**src/rtl/demux_dispatch_ctrl.sv**
```systemverilog
// ---------------------------------------------------------------------------
// demux_dispatch_ctrl
//
// Burst-granular round-robin dispatcher for a 1-to-4 demux datapath.
// One input valid/ready stream is steered to four consumer lanes, BURST
// accepted beats per grant. Disabled lanes are skipped. A single registered
// holding stage drives the shared out_data bus and a one-hot out_valid, so
// that each lane's backpressure is decoupled from the producer.
//
// Optional feature macro: DISPATCH_STATS_EN
//   defined   -> stat_cnt port present, one saturating delivered-beat
//                counter per lane
//   undefined -> no stat_cnt port, no counters
//
// Parameters
//   DW     data width
//   BURST  accepted beats per grant, 1..16
//   CNT_W  width of each statistics counter
//
// Ports
//   clk        single clock, rising edge
//   rst        synchronous active-high reset
//   en_mask    per-lane enable (bit i: lane i may be granted)
//   in_data    input beat
//   in_valid   input beat valid
//   in_ready   input beat accepted this cycle
//   out_data   held beat, common to all lanes
//   out_valid  one-hot, bit i: held beat belongs to lane i
//   out_ready  per-lane consumer ready
//   sel        currently granted lane
//   busy       granting, or a beat is still held
//   stat_cnt   per-lane delivered-beat counters, lane i at [i*CNT_W +: CNT_W]
//              (only with DISPATCH_STATS_EN)
//
// FSM states
//   state | meaning
//   IDLE  | no grant; pick the next enabled lane at or after ptr
//   GRANT | lane sel owns the input until BURST beats or its enable drops
// ---------------------------------------------------------------------------
module demux_dispatch_ctrl #(
    parameter int DW    = 8,
    parameter int BURST = 4,
    parameter int CNT_W = 16
) (
    input  logic              clk,
    input  logic              rst,
    input  logic [3:0]        en_mask,
    input  logic [DW-1:0]     in_data,
    input  logic              in_valid,
    output logic              in_ready,
    output logic [DW-1:0]     out_data,
    output logic [3:0]        out_valid,
    input  logic [3:0]        out_ready,
    output logic [1:0]        sel,
    output logic              busy
`ifdef DISPATCH_STATS_EN
    ,
    output logic [4*CNT_W-1:0] stat_cnt
`endif
);

    // Burst counter must hold values 0..BURST.
    localparam int BC_W = $clog2(BURST + 1);

    if (BURST < 1 || BURST > 16) begin : g_bad_burst
        $error("demux_dispatch_ctrl: BURST must be in 1..16");
    end
    if (CNT_W < 1) begin : g_bad_cnt_w
        $error("demux_dispatch_ctrl: CNT_W must be at least 1");
    end

    typedef enum logic {
        IDLE  = 1'b0,
        GRANT = 1'b1
    } state_t;

    state_t            state;
    logic [1:0]        ptr;
    logic [BC_W-1:0]   burst_cnt;
    logic              hold_valid;
    logic [1:0]        hold_ch;
    logic [DW-1:0]     hold_data;

    logic [1:0]        first_ch;
    logic              in_xfer;
    logic              out_xfer;
    logic              burst_last;

    // First enabled lane at or after ptr, wrapping modulo 4. The scan runs
    // from the farthest offset down so the nearest enabled lane wins.
    always_comb begin
        logic [1:0] cand;
        first_ch = ptr;
        for (int k = 3; k >= 0; k--) begin
            cand = ptr + 2'(k);
            if (en_mask[cand]) begin
                first_ch = cand;
            end
        end
    end

    // A slot opens when nothing is held or the held beat leaves this cycle,
    // which gives back-to-back loading with no bubble.
    assign in_ready   = (state == GRANT) & en_mask[sel] &
                        (~hold_valid | out_ready[hold_ch]);
    assign in_xfer    = in_valid & in_ready;
    assign out_xfer   = hold_valid & out_ready[hold_ch];
    assign burst_last = (burst_cnt == BC_W'(BURST - 1));

    always_ff @(posedge clk) begin
        if (rst) begin
            state     <= IDLE;
            ptr       <= 2'd0;
            sel       <= 2'd0;
            burst_cnt <= '0;
        end else begin
            case (state)
                IDLE: begin
                    if (en_mask != 4'b0000) begin
                        sel       <= first_ch;
                        burst_cnt <= '0;
                        state     <= GRANT;
                    end
                end
                GRANT: begin
                    // A dropped enable truncates the burst; the pointer moves
                    // on exactly as for a completed burst.
                    if (!en_mask[sel]) begin
                        state <= IDLE;
                        ptr   <= sel + 2'd1;
                    end else if (in_xfer) begin
                        burst_cnt <= burst_cnt + BC_W'(1);
                        if (burst_last) begin
                            state <= IDLE;
                            ptr   <= sel + 2'd1;
                        end
                    end
                end
                default: begin
                    state <= IDLE;
                end
            endcase
        end
    end

    // Holding stage. hold_ch is captured at load time, so a held beat always
    // goes to the lane that was granted when it was accepted, regardless of
    // later grant or enable changes.
    always_ff @(posedge clk) begin
        if (rst) begin
            hold_valid <= 1'b0;
            hold_ch    <= 2'd0;
            hold_data  <= '0;
        end else if (in_xfer) begin
            hold_valid <= 1'b1;
            hold_ch    <= sel;
            hold_data  <= in_data;
        end else if (out_xfer) begin
            hold_valid <= 1'b0;
        end
    end

    assign out_data = hold_data;

    always_comb begin
        out_valid = 4'b0000;
        if (hold_valid) begin
            out_valid[hold_ch] = 1'b1;
        end
    end

    assign busy = (state == GRANT) | hold_valid;

`ifdef DISPATCH_STATS_EN
    logic [CNT_W-1:0] cnt [4];

    always_ff @(posedge clk) begin
        if (rst) begin
            for (int i = 0; i < 4; i++) begin
                cnt[i] <= '0;
            end
        end else if (out_xfer && (cnt[hold_ch] != {CNT_W{1'b1}})) begin
            cnt[hold_ch] <= cnt[hold_ch] + CNT_W'(1);
        end
    end

    always_comb begin
        stat_cnt = '0;
        for (int i = 0; i < 4; i++) begin
            stat_cnt[i*CNT_W +: CNT_W] = cnt[i];
        end
    end
`endif

endmodule

```
**config.mk**
```make
export PLATFORM = sky130hd
export DESIGN_NAME = demux_dispatch_ctrl
export DESIGN_NICKNAME = d
export VERILOG_FILES = /design/src/rtl/demux_dispatch_ctrl.sv
export SDC_FILE = /design/constraint.sdc
export NUM_CORES = 1
export LEC_CHECK = 0
export ABC_AREA = 1
export ABC_CLOCK_PERIOD_IN_PS = 3300
export BUFFER_PORTS_ARGS = -buffer_cell sky130_fd_sc_hd__buf_2
export CORE_MARGIN = 5
export CORE_UTILIZATION = 53
export DETAILED_ROUTE_END_ITERATION = 6
export GPL_TIMING_DRIVEN = 0
export PLACE_DENSITY = 0.85
export SETUP_SLACK_MARGIN = 0.15
export SLEW_MARGIN = 20
export SYNTH_ARGS = -nofsm -noshare
export SYNTH_HDL_FRONTEND = slang
export SYNTH_SLANG_ARGS = --single-unit
```
**constraint.sdc**
```tcl
create_clock -name clk -period 3.3 [get_ports clk]
set_input_delay 0.165 -clock clk [delete_from_list [all_inputs] [get_ports clk]]
set_output_delay 0.165 -clock clk [all_outputs]
set_load 0.005 [all_outputs]
```
==> results.yml <==
critical_path:
  crit_type: "flop to primary output"
  crit_required_ps: 3130
  reg2reg_slack_ps: 1770
  r2r-end: "out_data[5]"
  worstSetupStartpointType: "flop"
  end_kind: "primary output"
  crit_arrival_ps: 1430
  path_max_fanout: 8
  reg2reg_depth: 10
  rr_startpoint: "sel[0]"
timing:
  period_share_pct: 48.4
  max_freq_ghz: 0.626
  rsz0062_at_grt: "no"
  period_minus_slack_ps: 1600
  clock_skew_ps: 2.34
  tightestPinTransition_ps: 393
  tns_ps: 0
  setup_viol_count_final: 0
  maxSlewViolCount: 0
  max_slew_margin_pct: 73.5
  hold_violations: 0
power:
  power.switching_mw: 0.215
  p_comb_share_pct: 35.9
  pwr-share-seq_pct: 45.1
  clkPwrFrac_pct: 19.1
  pwr_density_cell_nw_per_um2: 464
  switching_share_pct: 35.6
  p_leak_nw: 0.673
  ir_worst_vdd_uv: 374
  totalPowerFinal_mw: 0.604
  intPower_mw: 0.389
clock_network:
  cts.sinks: 19
  cts_made_buffers: 3
  postCtsResizedCells: 0
  cts_tree: "done"
  postCtsHoldBufs: 0
  cts_max_level: 1
  clk_latency_ps: 300
  ctsRootBufferMaster: "clkbuf_4"
  postCtsSetupRepairBufs: 0
  clk_transition_reported_paths_ps: 100
  clockBufferDepth: 2
finish:
  seqCellArea_um2: 380
  n_antenna_cell: 0
  multi_input_area_um2: 567
  layout_commonest_cell: "buf_2"
  drive_gt1_share_pct: 27.7
  n_fill_cell: 193
  area_growth_pct: 21.5
  final_util_pct: 67.0
  fin_nets: 217
  final_cell_mix: "buf_2, nand2_1, nor2_1"
floorplan:
  core_area_um2: 1940
  die_w_um: 55.0
  dieArea_um2: 3020
  initial_core_util_pct: 55.2
  rows: 16
  ios: 35
  die_h_um: 55.0
synthesis:
  syn_inst: 157
  async_reset_ff_share_pct: 0
  synth_area_per_cell_um2: 6.82
  synth_top_cell_by_area: "dfxtp_1"
  synth_edf_count: 0
  syn_area_um2: 1070
  yosys_warnings: 0
  ys_seq_area_share_pct: 35.5
  synth-seq-cells: 19
  synth_fp_nets: 178
  synth_flop_cell: "dfxtp_1"
  ys_types: 29
  post-synth-top-area-fraction_pct: 35.5
  synthTopCellsByArea: "dfxtp_1, nand2_1, nor2_1"
placed_design:
  io_buffers: 34
  dpl.hpwl_mm: 2.01
  gp_congestion: 0.763
min_path:
  hold_class: "input pin to flop"
  whs_endpoint: "burst_cnt[1]"
  hp-start: "rst"
  whs_path_depth: 2
run_status:
  status: "finished, final reports clean"
drt:
  drcViolationCount: 0
  drtIter0Drc: 45
  antenna_left: 0
  via_count: 1134
  wire_per_inst_um: 11.3
  first_pass_iters: 4
  viasPerCell: 5.11
  wl_mm: 2.50
grt:
  grt_max_degree: 11
  grt_pass1_wl_mm: 3.97
  grt_overflow: 0
  grt_pass1_vias: 999
  antenna_found_initial: 0
  grtUsageTotal_pct: 18.3
run:
  max-cap-violations: 0
[synth_stat cells, types with 2 or more instances]
cell type / count
a31oi_1: 2
nand2_1: 32
dfxtp_1: 19
a21oi_1: 6
nor3_1: 4
nand3_1: 15
inv_2: 2
nor2_1: 21
o21ai_1: 7
buf_2: 2
ha_1: 2
o21ai_0: 10
inv_1: 16
nand2_2: 2
nand2_4: 2
xnor2_1: 2
[power groups by stage]
stage | clock network, mW | logic (mW) | registers, mW
2_1_floorplan | 0 | 0.155 | 0.276
3_5_place_dp | 0 | 0.215 | 0.277
3_3_place_gp | 0 | 0.206 | 0.276
4_1_cts | 0.119 | 0.216 | 0.272
6_report | 0.115 | 0.217 | 0.272
5_1_grt | 0.131 | 0.243 | 0.277
[area by class of cell]
| class | instances | share of cell area, % |
|---|---|---|
| Buffer | 6 | 3.85 |
| Clock buffer | 4 | 2.02 |
| Inverter | 19 | 5.67 |
| Multi-Input combinational cell | 113 | 43.6 |
| Sequential cell | 19 | 29.2 |
| Tap cell | 27 | 2.60 |
| Timing Repair Buffer | 34 | 13.1 |
[registers in the layout (all words and copies together), names as in the netlist]
signal	cells
burst_cnt	3
out_data	8
ptr	2
hold_ch	2
state	1
sel	2
hold_valid	1
[critical path, stage by stage, from the launching register on]
cell	delay, ps
dfxtp_1	510
inv_2	70
nand2_1	80
nand3_2	70
nand2_2	90
nand2_2	60
nor2_4	120
buf_2	130
[kinds of logic after synthesis]
kind of cell / synth area share, %
adder cells (fa/ha/maj): 2.34
AO/OA/AOI/OAI: 14.3
AND/OR/NAND/NOR: 33.9
XOR/XNOR: 2.45
flip-flops: 35.5
buffers and inverters: 11.6
[per-layer routing]
metal / up-vias / wire (um) / GRT usage (%)
met2: 43 / 1210 / 31.9
met1: 498 / 1070 / 21.1
met5: - / 0 / 0
li1: 585 / - / -
met3: 8 / 189 / 5.36
met4: 0 / 36 / 6.88
[worst max-delay path by stage]
stage | slack, ps | from | cells past startpoint | end
after CTS | 1700 | sel[0] | 7 | in_ready
after detailed placement | 1790 | hold_ch[1] | 10 | hold_valid
after global routing | 1590 | sel[0] | 7 | in_ready
final | 1700 | sel[0] | 7 | in_ready
after global placement | 1860 | sel[0] | 11 | ptr[0]
after floorplan | 1940 | sel[0] | 11 | ptr[0]
[per-stage QoR]
step	hold WS [ps]	setup WS, ps	instance area [um2]	std cells
6_report	48.3	1700	1300	222
5_1_grt	38.5	1590	1300	222
4_1_cts	37.2	1700	1300	222
3_5_place_dp	364	1790	1270	218
3_3_place_gp	355	1860	1270	218
2_1_floorplan	227	1940	1070	157
Note: power is estimated with default switching activity, not from simulation.
